[config.mk]
export PLATFORM = sky130hd
export DESIGN_NAME = alu_op_sequencer_flat
export DESIGN_NICKNAME = d
export VERILOG_FILES = /design/src/rtl/alu_op_sequencer_if.sv /design/src/rtl/alu_op_sequencer.sv /design/src/flat_wrapper.sv
export SDC_FILE = /design/constraint.sdc
export NUM_CORES = 1
export LEC_CHECK = 0
export ABC_CLOCK_PERIOD_IN_PS = 4900
export BUFFER_PORTS_ARGS = -buffer_cell sky130_fd_sc_hd__buf_4
export CAP_MARGIN = 20
export CORE_MARGIN = 1.5
export CORE_UTILIZATION = 45
export CTS_BUF_LIST = sky130_fd_sc_hd__clkbuf_8 sky130_fd_sc_hd__clkbuf_16
export DETAILED_ROUTE_END_ITERATION = 10
export PLACE_DENSITY = 0.75
export SLEW_MARGIN = 20
export SYNTH_ARGS = -nofsm -noshare
export SYNTH_HDL_FRONTEND = slang
export SYNTH_SLANG_ARGS = --single-unit
[constraint.sdc]
create_clock -name clk -period 4.9 [get_ports clk]
set_clock_uncertainty 0.15 [all_clocks]
set_input_delay 0.98 -clock clk [delete_from_list [all_inputs] [get_ports clk]]
set_output_delay 0.98 -clock clk [all_outputs]
set_load 0.005 [all_outputs]
[src/rtl/alu_op_sequencer_if.sv]
// alu_op_sequencer_if: operand/operator bus between the sequencer (initiator)
// and the combinational ALU.
//
// Signals:
//   alu_a, alu_b   N-bit operands driven by the sequencer.
//   alu_op         4-bit operator code driven by the sequencer.
//   alu_result     N-bit result returned by the ALU.
//   alu_flags      4-bit flags {N,Z,C,V} returned by the ALU.
//
// Handshake: there is no valid/ready pair on this bus. The ALU is purely
// combinational, so the initiator holds alu_a/alu_b/alu_op stable for a fixed
// number of settle cycles and samples alu_result/alu_flags at the end of that
// window.
//
// Modports:
//   master  sequencer side (drives operands/op, samples result/flags).
//   slave   ALU side (samples operands/op, drives result/flags).
interface alu_op_sequencer_if #(
    parameter int N = 4
);
    logic [N-1:0] alu_a;
    logic [N-1:0] alu_b;
    logic [3:0]   alu_op;
    logic [N-1:0] alu_result;
    logic [3:0]   alu_flags;

    modport master (
        output alu_a, alu_b, alu_op,
        input  alu_result, alu_flags
    );

    modport slave (
        input  alu_a, alu_b, alu_op,
        output alu_result, alu_flags
    );
endinterface

[src/rtl/alu_op_sequencer.sv]
// alu_op_sequencer: collects operand A, operand B and an operator code from
// board switches (one per button press), presents them to a combinational
// ALU, waits SETTLE_CYCLES clocks and captures result and flags for display.
//
// Ports:
//   clk, rst_n   system clock, asynchronous active-low reset.
//   sw_data      N-bit operand from switches (A or B depending on state).
//   sw_op        4-bit operator code from switches.
//   btn_next     raw asynchronous advance button (active high).
//   alu          master side of the ALU bus (alu_a/alu_b/alu_op out,
//                alu_result/alu_flags in).
//   result_q     captured result.
//   flags_q      captured flags {N,Z,C,V}.
//   err          last operation rejected (invalid op, or div/mod by zero).
//   valid        one-cycle pulse when result_q/flags_q/err update.
//   state_q      FSM state encoding for debug LEDs.
//
// Optional feature, macro ALU_SEQ_ACCUMULATE_EN: when defined, a press in
// SHOW loads alu_a from the captured result (0 if that result was rejected)
// and jumps straight to LOAD_B for chained calculations. When undefined, a
// press in SHOW returns to LOAD_A and alu_a is untouched until that load.
module alu_op_sequencer #(
    parameter int N             = 4,
    parameter int SETTLE_CYCLES = 2
) (
    input  logic         clk,
    input  logic         rst_n,
    input  logic [N-1:0] sw_data,
    input  logic [3:0]   sw_op,
    input  logic         btn_next,
    alu_op_sequencer_if.master alu,
    output logic [N-1:0] result_q,
    output logic [3:0]   flags_q,
    output logic         err,
    output logic         valid,
    output logic [2:0]   state_q
);

    typedef enum logic [2:0] {
        S_LOAD_A  = 3'd0,
        S_LOAD_B  = 3'd1,
        S_LOAD_OP = 3'd2,
        S_EXEC    = 3'd3,
        S_SHOW    = 3'd4
    } state_t;

    localparam logic [3:0] SETTLE_LAST = 4'(SETTLE_CYCLES - 1);
    localparam logic [3:0] FLAGS_REJECT = 4'b0100;  // Z only

    state_t       state, state_next;
    logic         sync1, sync2, sync2_d;
    logic         adv;
    logic [3:0]   cnt;
    logic [N-1:0] a_q, b_q;
    logic [3:0]   op_q;
    logic         load_a, load_b, load_op, cnt_clr, capture;
    logic         reject;
`ifdef ALU_SEQ_ACCUMULATE_EN
    logic         a_from_result;
`endif

    assign alu.alu_a  = a_q;
    assign alu.alu_b  = b_q;
    assign alu.alu_op = op_q;
    assign state_q    = state;

    // Rising edge of the synchronized button; exists for exactly one cycle.
    assign adv = sync2 & ~sync2_d;

    // Ops 3 and 4 are divide and modulo; codes above 9 are undefined.
    assign reject = (op_q > 4'b1001) ||
                    (((op_q == 4'b0011) || (op_q == 4'b0100)) && (b_q == '0));

    always_comb begin
        state_next = state;
        load_a     = 1'b0;
        load_b     = 1'b0;
        load_op    = 1'b0;
        cnt_clr    = 1'b0;
        capture    = 1'b0;
`ifdef ALU_SEQ_ACCUMULATE_EN
        a_from_result = 1'b0;
`endif
        case (state)
            S_LOAD_A: if (adv) begin
                load_a     = 1'b1;
                state_next = S_LOAD_B;
            end
            S_LOAD_B: if (adv) begin
                load_b     = 1'b1;
                state_next = S_LOAD_OP;
            end
            S_LOAD_OP: if (adv) begin
                load_op    = 1'b1;
                cnt_clr    = 1'b1;
                state_next = S_EXEC;
            end
            // adv is deliberately not looked at here, so a press landing in
            // the capture cycle is consumed by the edge detector and lost.
            S_EXEC: if (cnt == SETTLE_LAST) begin
                capture    = 1'b1;
                state_next = S_SHOW;
            end
            S_SHOW: if (adv) begin
`ifdef ALU_SEQ_ACCUMULATE_EN
                a_from_result = 1'b1;
                state_next    = S_LOAD_B;
`else
                state_next    = S_LOAD_A;
`endif
            end
            default: state_next = S_LOAD_A;
        endcase
    end

    always_ff @(posedge clk or negedge rst_n) begin
        if (!rst_n) begin
            state <= S_LOAD_A;
        end else begin
            state <= state_next;
        end
    end

    always_ff @(posedge clk or negedge rst_n) begin
        if (!rst_n) begin
            sync1    <= 1'b0;
            sync2    <= 1'b0;
            sync2_d  <= 1'b0;
            cnt      <= '0;
            a_q      <= '0;
            b_q      <= '0;
            op_q     <= '0;
            result_q <= '0;
            flags_q  <= '0;
            err      <= 1'b0;
            valid    <= 1'b0;
        end else begin
            sync1   <= btn_next;
            sync2   <= sync1;
            sync2_d <= sync2;
            valid   <= capture;

            if (load_a) begin
                a_q <= sw_data;
            end
`ifdef ALU_SEQ_ACCUMULATE_EN
            else if (a_from_result) begin
                a_q <= err ? '0 : result_q;
            end
`endif
            if (load_b) begin
                b_q <= sw_data;
            end
            if (load_op) begin
                op_q <= sw_op;
            end

            // Counter runs only while in EXEC and freezes on the exit cycle.
            if (cnt_clr) begin
                cnt <= '0;
            end else if ((state == S_EXEC) && !capture) begin
                cnt <= cnt + 4'd1;
            end

            if (capture) begin
                err      <= reject;
                result_q <= reject ? '0 : alu.alu_result;
                flags_q  <= reject ? FLAGS_REJECT : alu.alu_flags;
            end
        end
    end

endmodule
[src/flat_wrapper.sv]
// flat-port wrapper written by rule: the top's interface ports become plain ports
module alu_op_sequencer_flat 
#(
    parameter int N             = 4,
    parameter int SETTLE_CYCLES = 2
)
  (clk, rst_n, sw_data, sw_op, btn_next, result_q, flags_q, err, valid, state_q, alu_alu_a, alu_alu_b, alu_alu_op, alu_alu_result, alu_alu_flags);
  alu_op_sequencer_if #(.N(N)) alu_i ();
  input  logic clk;
  input  logic rst_n;
  input  logic [N-1:0] sw_data;
  input  logic [3:0] sw_op;
  input  logic btn_next;
  output logic [N-1:0] result_q;
  output logic [3:0] flags_q;
  output logic err;
  output logic valid;
  output logic [2:0] state_q;
  output wire logic [$bits(alu_i.alu_a)-1:0] alu_alu_a;
  output wire logic [$bits(alu_i.alu_b)-1:0] alu_alu_b;
  output wire logic [$bits(alu_i.alu_op)-1:0] alu_alu_op;
  input wire logic [$bits(alu_i.alu_result)-1:0] alu_alu_result;
  input wire logic [$bits(alu_i.alu_flags)-1:0] alu_alu_flags;
  assign alu_alu_a = alu_i.alu_a;
  assign alu_alu_b = alu_i.alu_b;
  assign alu_alu_op = alu_i.alu_op;
  assign alu_i.alu_result = alu_alu_result;
  assign alu_i.alu_flags = alu_alu_flags;
  alu_op_sequencer #(.N(N), .SETTLE_CYCLES(SETTLE_CYCLES)) u_core (.clk(clk), .rst_n(rst_n), .sw_data(sw_data), .sw_op(sw_op), .btn_next(btn_next), .alu(alu_i), .result_q(result_q), .flags_q(flags_q), .err(err), .valid(valid), .state_q(state_q));
endmodule
# Word level (Yosys, flattened, before mapping)
# Cells that the tools add are included.
dict set report classes {
  addsub 1
  magnitude_cmp 1
  n_eq_ne 12
  muxes 16
  bitwise_logic 2
  n_reduce_logical 9
}
# operator count
set ops {}
lappend ops {{$mux W4} 4}
lappend ops {{$mux W3} 5}
lappend ops {{$pmux W3 S5} 1}
lappend ops {{$ne A2 B1 Y1 const B} 5}
lappend ops {{$eq A3 B2 Y1 const B} 2}
lappend ops {{$mux W1} 6}
lappend ops {{$reduce_and A5 Y1} 1}
lappend ops {{$add A4 B1 Y4 const B} 1}
lappend ops {{$eq A4 B1 Y1 const B} 1}
lappend ops {{$eq A4 B2 Y1 const B} 1}
lappend ops {{$eq A4 B3 Y1 const B} 1}
lappend ops {{$gt A4 B4 Y1 const B} 1}
lappend ops {{$logic_not A4 Y1} 1}
lappend ops {{$eq A3 B1 Y1 const B} 1}
lappend ops {{$eq A3 B3 Y1 const B} 1}
lappend ops {{$logic_not A3 Y1} 1}
lappend ops {{$logic_and A1 B1 Y1} 2}
lappend ops {{$logic_or A1 B1 Y1} 2}
lappend ops {{$reduce_bool A2 Y1} 1}
lappend ops {{$and A1 B1 Y1} 1}
lappend ops {{$logic_not A1 Y1} 1}
lappend ops {{$not A1 Y1} 1}
dict set report totals {
  register_bits 32
  in_bits 19
  out_inout_bits 25
  elab_cells 53
}

# Depth between registers and ports, before layout
# Gate-level depths: netlist (run 1).
dict set report depth {
  word_depth 7
  ltp_mapped 6
  depth_no_buf 6
}

# Worst setup path after synthesis (run 1)
# Ideal clock, no wire load.
dict set report synth_path {
  kind {reg-to-reg}
  startpoint {register u_core.cnt[1]}
  endpoint {register u_core.flags_q[2]}
  setup_time_ns 0.121
  arrival_time_ns 1.383
  required_time_ns 4.629
  slack_ns 3.246
  path_stages_with_launch 7
  n_path_buf 1
  period_less_slack_ns 1.654
  path_cell_list {dfrtp_1 > inv_1 > ha_1 > nor3b_2 > clkbuf_1 > nand4b_1 > o22a_1}
}
dict set report synth_between {
  elab_chain_len 3
}
# element line_no
set synth_lines {}
lappend synth_lines {{start: declaration} alu_op_sequencer.sv:53} ;# logic [3:0] cnt;
lappend synth_lines {{start signal: assignment} alu_op_sequencer.sv:162} ;# cnt <= cnt + 4'd1;
lappend synth_lines {{$eq A4 B1 Y1} alu_op_sequencer.sv:100} ;# S_EXEC: if (cnt == SETTLE_LAST) begin
lappend synth_lines {{$mux W1} alu_op_sequencer.sv:100}
lappend synth_lines {{$mux W1} alu_op_sequencer.sv:84} ;# case (state)
lappend synth_lines {{end signal: assignment} alu_op_sequencer.sv:168} ;# flags_q <= reject ? FLAGS_REJECT : alu.alu_flags;
lappend synth_lines {{end: declaration} alu_op_sequencer.sv:33} ;# output logic [3:0] flags_q,
# Every way passes these cells.
# A chain may end at the register's enable or synchronous reset.

# Worst setup path after layout (run 1)
dict set report layout_path {
  startpoint {register u_core.cnt[1]}
  endpoint {register u_core.err}
}
dict set report layout_between {
  elab_chain_len 3
}
# element line_no
set layout_lines {}
lappend layout_lines {{$eq A4 B1 Y1} alu_op_sequencer.sv:100}
lappend layout_lines {{$mux W1} alu_op_sequencer.sv:100}
lappend layout_lines {{$mux W1} alu_op_sequencer.sv:84}
lappend layout_lines {{named net u_core.capture} alu_op_sequencer.sv:56} ;# logic load_a, load_b, load_op, cnt_clr, capture;
lappend layout_lines {{end signal: assignment} alu_op_sequencer.sv:166} ;# err <= reject;
lappend layout_lines {{end: declaration} alu_op_sequencer.sv:34} ;# output logic err,
# The timed path passes the listed nets, and every way through them passes these cells.

==> results of run 1 <==
layout make-up:
class                           instances  area share [%]
Clock buffer                            6            4.55
Multi-Input combinational cell         65            29.7
Timing Repair Buffer                   43            17.8
Tap cell                               31            2.14
Clock inverter                          2           0.414
Sequential cell                        32            44.2
Inverter                                6            1.24
sequential cells by signal, summed over array words and instances (netlist names), 3 cells and up:
name,count
u_core.result_q,4
u_core.flags_q,4
u_core.cnt,4
u_core.alu.alu_op,4
u_core.state_q,3
u_core.alu.alu_a,4
u_core.alu.alu_b,4
layer usage:
metal	global-route usage (%)	routed length [µm]	share of wire, %	up-vias
met1	23.7	1240	43	522
li1	-	-	-	497
met2	30.7	1470	51	21
met5	0	0	0	-
met3	5.27	103	3.6	9
met4	9.97	55	1.9	0
worst max path at each step:
stage | slack [ps] | cells past startpoint | start | endpoint
after floorplan | 3250 | 6 | u_core.cnt[1] | u_core.flags_q[2]
after global placement | 2820 | 6 | u_core.cnt[1] | u_core.err
after detailed placement | 2660 | 6 | u_core.cnt[1] | u_core.err
after CTS | 2650 | 6 | u_core.cnt[1] | u_core.err
after global routing | 2470 | 6 | u_core.cnt[1] | u_core.err
final | 2640 | 6 | u_core.cnt[1] | u_core.err
through the flow:
stage	utilization, %	cell area (µm²)	hold WS (ps)
after floorplan	-	1380	181
after global placement	60.9	1720	184
after detailed placement	60.9	1720	191
after CTS	64.1	1810	205
after global routing	64.1	1810	205
final	64.1	1810	203
where the power goes:
group | switching, mW | internal, mW
Sequential | 0.0985 | 0.372
Clock | 0.0883 | 0.110
Combinational | 0.170 | 0.238
Total | 0.357 | 0.720
cell usage in the layout (no fill, tap or decap), drive strengths merged, types with 3 or more instances in the layout:
master / Yosys / layout
a21oi: 4 / 4
buf: 2 / 43
clkbuf: 3 / 6
dfrtp: 32 / 32
inv: 6 / 8
mux2: 13 / 13
nand3: 3 / 3
nand4: 8 / 8
o21ai: 4 / 4
o2bb2ai: 7 / 7
cell families after synthesis:
logic type | share of synthesized area (%)
buf+inv | 3.17
simple gates | 13.4
fa+ha+maj | 1.81
compound gates | 13.1
flops | 57.9
mux | 10.6
worst register-to-register path, stage by stage, from the launching register on:
cell and delay, ps:
dfrtp_1 410, inv_1 70, ha_1 140, nor3b_2 670, nand2_1 390, inv_1 210
o22a_1 160
==> results.yml, run 1 <==
sta:
  finalMaxSlewViolations: 0
  worstMarginPinSlew_ps: 813
  worst_slack_ps: 2640
  hold_violations: 0
  timing.fmax_mhz: 443
  tns_ps: 0
  finalCritPeriodShare_pct: 46.1
  setup_viol: 0
  rsz0062_at_grt: "no"
  finalCriticalPeriod_ps: 2260
  slew_headroom_pct: 45.6
layout:
  multi_input_area_um2: 538
  final_cells: 185
  num-nets-final: 174
  drive_gt1_share_pct: 43.5
  regArea_um2: 801
  syn_to_final_growth_pct: 31.1
  antenna_cells: 0
  num-fill-cells: 218
cts:
  cts.reportedPaths.clkPinSlew_ps: 60
  post-cts-setup-buffers: 0
  clk_latency_ps: 280
  cts.sinks: 32
  postCtsHoldBufs: 0
  clock-root-buffer: "clkbuf_8"
  ctsLongestPathBuffers: 2
  cts_buffers: 5
  cts_tree: "done"
  ctsResizeCount: 0
  htree_levels: 2
floorplan:
  rows: 19
  die_y_um: 58.4
  die_w_um: 58.4
  die-area_mm2: 0.00341
  pin_count: 44
  initial_core_util_pct: 48.9
  core-area_mm2: 0.00283
setup_path:
  cp-start-kind: "flop"
  crit_buf_inv: 2
  slowest_delay_ps: 670
  crit_family: "simple AND/OR/NAND/NOR gates"
  reg2reg_to: "u_core.err"
  cp-end-kind: "flop"
  arrival_ps: 2320
  reg2reg_depth: 6
  crit_type: "reg -> reg"
  crit_chain: "inv_1 -> ha_1 -> nor3b_2 -> nand2_1 -> inv_1 -> o22a_1"
  crit_slowest_cell: "nor3b_2"
  crit_required_ps: 4970
  r2r_slack_ps: 2640
  r2r-start: "u_core.cnt[1]"
  cp_common_cell: "inv_1"
  crit_path_max_fanout: 15
placement:
  io_buffers: 43
  dp.cells: 177
  gp_congestion: 0.761
  hpwlAfterDp_um: 2160
  dp_slack_ps: 2660
synthesis:
  synth-main-ff-cell: "dfrtp_1"
  synth_cells: 108
  synth_warnings: 0
  yosysSeqAreaShare_pct: 57.9
  synthTopCellsByArea: "dfrtp_1 58%, mux2_2 11%, o2bb2ai_1 4.4%"
  yosysTopAreaCell: "dfrtp_1"
  netlist_area_mm2: 0.00138
  synth_top_area_share_pct: 57.9
  yosys.cell_types.count: 33
  synthTopCellsByCount: "32 x dfrtp_1, 13 x mux2_2, 8 x nand4_1"
  synth-async-reset-ratio_pct: 100
  synth-seq-cells: 32
  synth-edff-count: 0
  syn_area_per_cell_um2: 12.8
  synth_most_common_cell: "dfrtp_1"
  synth_fp_nets: 129
flow_run:
  maxCapViolCount: 0
pwr:
  power_mw: 1.08
  p_per_area_mw_per_mm2: 594
  p_leak_nw: 0.842
  vdd_ir_drop_max_mv: 0.343
global_route:
  groute.usage.overall_pct: 19.2
  antenna_found_initial: 0
  grt_max_degree: 33
  first_global_vias: 1051
  gr-total-overflow: 0
  grt_pass1_wl_um: 4800
detailed_routing:
  drt-total-wl_um: 2860
  avgViaCountPerCell: 5.67
  drc: 0
  first_pass_iters: 4
  ant_nets: 0
  dr.first_iter.drc_count: 12
  wire_per_inst_um: 15.5
  route.vias.total: 1049
hold_path:
  hp-start: "u_core.sync1"
  hp-class: "reg -> reg"
  whs_endpoint: "u_core.sync2"
  whs_path_depth: 0
run_status:
  status: "finished, final reports clean"
Note: power is estimated with default switching activity, not from simulation.
==> run 2: changes to the inputs <==
Settings changed: ABC_AREA set to 1, ABC_CLOCK_PERIOD_IN_PS 4900 to 2100, PLACE_DENSITY 0.75 to 0.74.
Clock period 4.9 ns to 2.1 ns, I/O delays scaled along.
==> run 2 against run 1 <==
  * Combinational power grew to 2.5 times the previous value
  * Total power rose to 2.5 times the previous value
  * Flip-flop and latch count unchanged
  * Die area grew 5.3%
  * Worst setup slack got worse by 2200 ps
  * Largest cell class unchanged
  * Clock-buffer cell count up 1
  * Via count is 21% higher
  * Non-clock buffer count is 1 higher
  * Synthesized cell count rose by 53%
  * Critical path depth down 2
  * Core utilization decreased by 0.18 points
  * Highest routed layer unchanged
  * Clock power rose to 3.2 times the previous value
==> results.yml, run 2 <==
global_route:
  gr-total-overflow: 0
  first_global_vias: 1201
  grt_pass1_wl_um: 5090
  groute.usage.overall_pct: 19.7
  grt_max_degree: 33
  antenna_found_initial: 0
setup_path:
  slowest_delay_ps: 440
  crit_path_max_fanout: 12
  cp-end-kind: "flop"
  crit_type: "reg -> reg"
  arrival_ps: 1620
  crit_buf_inv: 0
  r2r-start: "u_core.state_q[2]"
  r2r_slack_ps: 490
  reg2reg_depth: 4
  crit_family: "simple AND/OR/NAND/NOR gates"
  crit_chain: "nor2_2 -> nand3_1 -> nand2_1 -> o21ai_0"
  cp-start-kind: "flop"
  crit_required_ps: 2100
  reg2reg_to: "u_core.cnt[3]"
  crit_slowest_cell: "dfrtp_1"
detailed_routing:
  dr.first_iter.drc_count: 37
  avgViaCountPerCell: 4.87
  drc: 0
  wire_per_inst_um: 11.9
  first_pass_iters: 4
  route.vias.total: 1265
  ant_nets: 0
  drt-total-wl_um: 3080
hold_path:
  whs_endpoint: "u_core.sync1"
  whs_path_depth: 1
  hp-start: "btn_next"
  hp-class: "in -> reg"
pwr:
  combPwrFrac_pct: 37.1
  clkPwrFrac_pct: 23.1
  p_sw_mw: 0.959
  vdd_ir_drop_max_mv: 0.768
  internal_power_mw: 1.79
  p_leak_nw: 1.05
  p_per_area_mw_per_mm2: 1400
  swShare_pct: 34.9
  power_frac_seq_pct: 39.8
  power_mw: 2.75
cts:
  clock-root-buffer: "clkbuf_8"
  htree_levels: 2
  cts_tree: "done"
  ctsResizeCount: 0
  ctsLongestPathBuffers: 2
  clk_latency_ps: 280
  cts.sinks: 32
  cts_buffers: 5
  cts.reportedPaths.clkPinSlew_ps: 60
sta:
  tns_ps: 0
  finalMaxSlewViolations: 0
  timing.fmax_mhz: 621
  setup_viol: 0
  worstMarginPinSlew_ps: 418
  slew_headroom_pct: 72.1
  finalCritPeriodShare_pct: 76.7
  rsz0062_at_grt: "no"
  finalCriticalPeriod_ps: 1610
  hold_violations: 0
floorplan:
  die-area_mm2: 0.00360
  initial_core_util_pct: 47.4
  rows: 20
  die_y_um: 60.0
  die_w_um: 60.0
  core-area_mm2: 0.00308
  pin_count: 44
synthesis:
  yosysTopAreaCell: "dfrtp_1"
  synth_top_area_share_pct: 54.8
  synth_xor_xnor_area_share_pct: 1.20
  synthTopCellsByCount: "41 x nand2_1, 32 x dfrtp_1, 21 x inv_1"
  yosysSeqAreaShare_pct: 54.8
  netlist_area_mm2: 0.00146
  synth_fa_ha_area_share_pct: 1.71
  synthMuxAreaShare_pct: 0
  synth-seq-cells: 32
  synth_compound_area_share_pct: 9.17
  syn_area_per_cell_um2: 8.85
  synth_top_family_by_area: "simple AND/OR/NAND/NOR gates"
  synth-edff-count: 0
  synth-async-reset-ratio_pct: 100
  synth_fp_nets: 186
  yosys.cell_types.count: 22
  synth_most_common_cell: "nand2_1"
  synth-main-ff-cell: "dfrtp_1"
  synth_cells: 165
  yosys.area_share.simple_pct: 25.8
  synthTopCellsByArea: "dfrtp_1 55%, nand2_1 11%, inv_1 5.4%"
  synth_warnings: 0
layout:
  layout_commonest_cell: "buf_4"
  syn_to_final_growth_pct: 34.7
  multi_input_area_um2: 553
  num-nets-final: 236
  num-fill-cells: 263
  regArea_um2: 801
  antenna_cells: 0
  layout_common_cells: "43 x buf_4, 41 x nand2_1, 32 x dfrtp_1, 21 x inv_1, 16 x nor2_1"
  drive_gt1_share_pct: 29.2
  final_core_util_pct: 63.9
placement:
  io_buffers: 43
  gp_congestion: 0.828
  hpwlAfterDp_um: 2330
run_status:
  status: "finished, final reports clean"
flow_run:
  maxCapViolCount: 0
[run 2: cell types whose count changed in the layout (fill, tap and decap cells not counted), sizes merged, moves of 7 or more]
cell / previous run / this run
inv: 8 / 25
nand2: 1 / 43
nand4: 8 / 0
nor2: 2 / 20
o21ai: 4 / 18
o2bb2ai: 7 / 0
mux2: 13 / 0
nand3: 3 / 14
[run 2: cell families (layout without fill, tap and decap cells)]
group	after synthesis	in the layout
simple gates	77	77
xor+xnor	2	2
fa+ha+maj	2	2
buf+inv	26	77
compound gates	26	26
flops	32	32
[run 2: power by group through the flow]
| stage | logic (mW) | clock network [mW] | registers (mW) |
|---|---|---|---|
| after global placement | 0.991 | 0 | 1.08 |
| final | 1.02 | 0.633 | 1.09 |
| after global routing | 1.17 | 0.680 | 1.13 |
| after floorplan | 0.519 | 0 | 1.08 |
| after CTS | 1.04 | 0.649 | 1.09 |
| after detailed placement | 1.03 | 0 | 1.10 |
[run 2: metrics by stage]
stage | instances | cell area [µm²] | hold slack (ps) | worst slack (ps)
floorplan | 165 | 1460 | -25.6 | 726
global placement | 251 | 1830 | 185 | 625
detailed placement | 251 | 1830 | 191 | 545
CTS | 260 | 1970 | 83.7 | 531
global route | 260 | 1970 | 80.6 | 396
finish | 260 | 1970 | 94.0 | 489
[run 2: worst max path at each step]
stage	slack, ps	depth (start not counted)	startpoint	to
2_1_floorplan	730	8	u_core.cnt[1]	u_core.flags_q[3]
3_3_place_gp	620	4	u_core.state_q[0]	u_core.cnt[3]
3_5_place_dp	540	4	u_core.state_q[2]	u_core.cnt[3]
4_1_cts	530	4	u_core.state_q[2]	u_core.cnt[3]
5_1_grt	400	4	u_core.state_q[2]	u_core.cnt[2]
6_report	490	4	u_core.state_q[2]	u_core.cnt[3]
[run 2: repair_timing]
| item | 4_1_cts | 5_1_grt |
|---|---|---|
| buffers inserted | 0 | 0 |
| setup endpoints to repair | 0 | 0 |
| hold buffers | 1 | 0 |
| endpoints found under the hold margin | 32 | 0 |
[run 2: metal layers]
| metal | vias to the layer above | track usage (%) | wire (µm) |
|---|---|---|---|
| li1 | 618 | - | - |
| met1 | 596 | 21.5 | 1230 |
| met2 | 46 | 34.8 | 1600 |
| met3 | 5 | 4.33 | 193 |
| met4 | 0 | 11.4 | 54 |
| met5 | - | 0 | 0 |
[run 2: layout make-up]
class	count	area share [%]
clock buffers	7	4.90
multi-input cells	107	28.1
repair buffers	44	16.9
flip-flops and latches	32	40.7
clock inverters	1	1.53
inverters	25	5.03
well taps	44	2.80
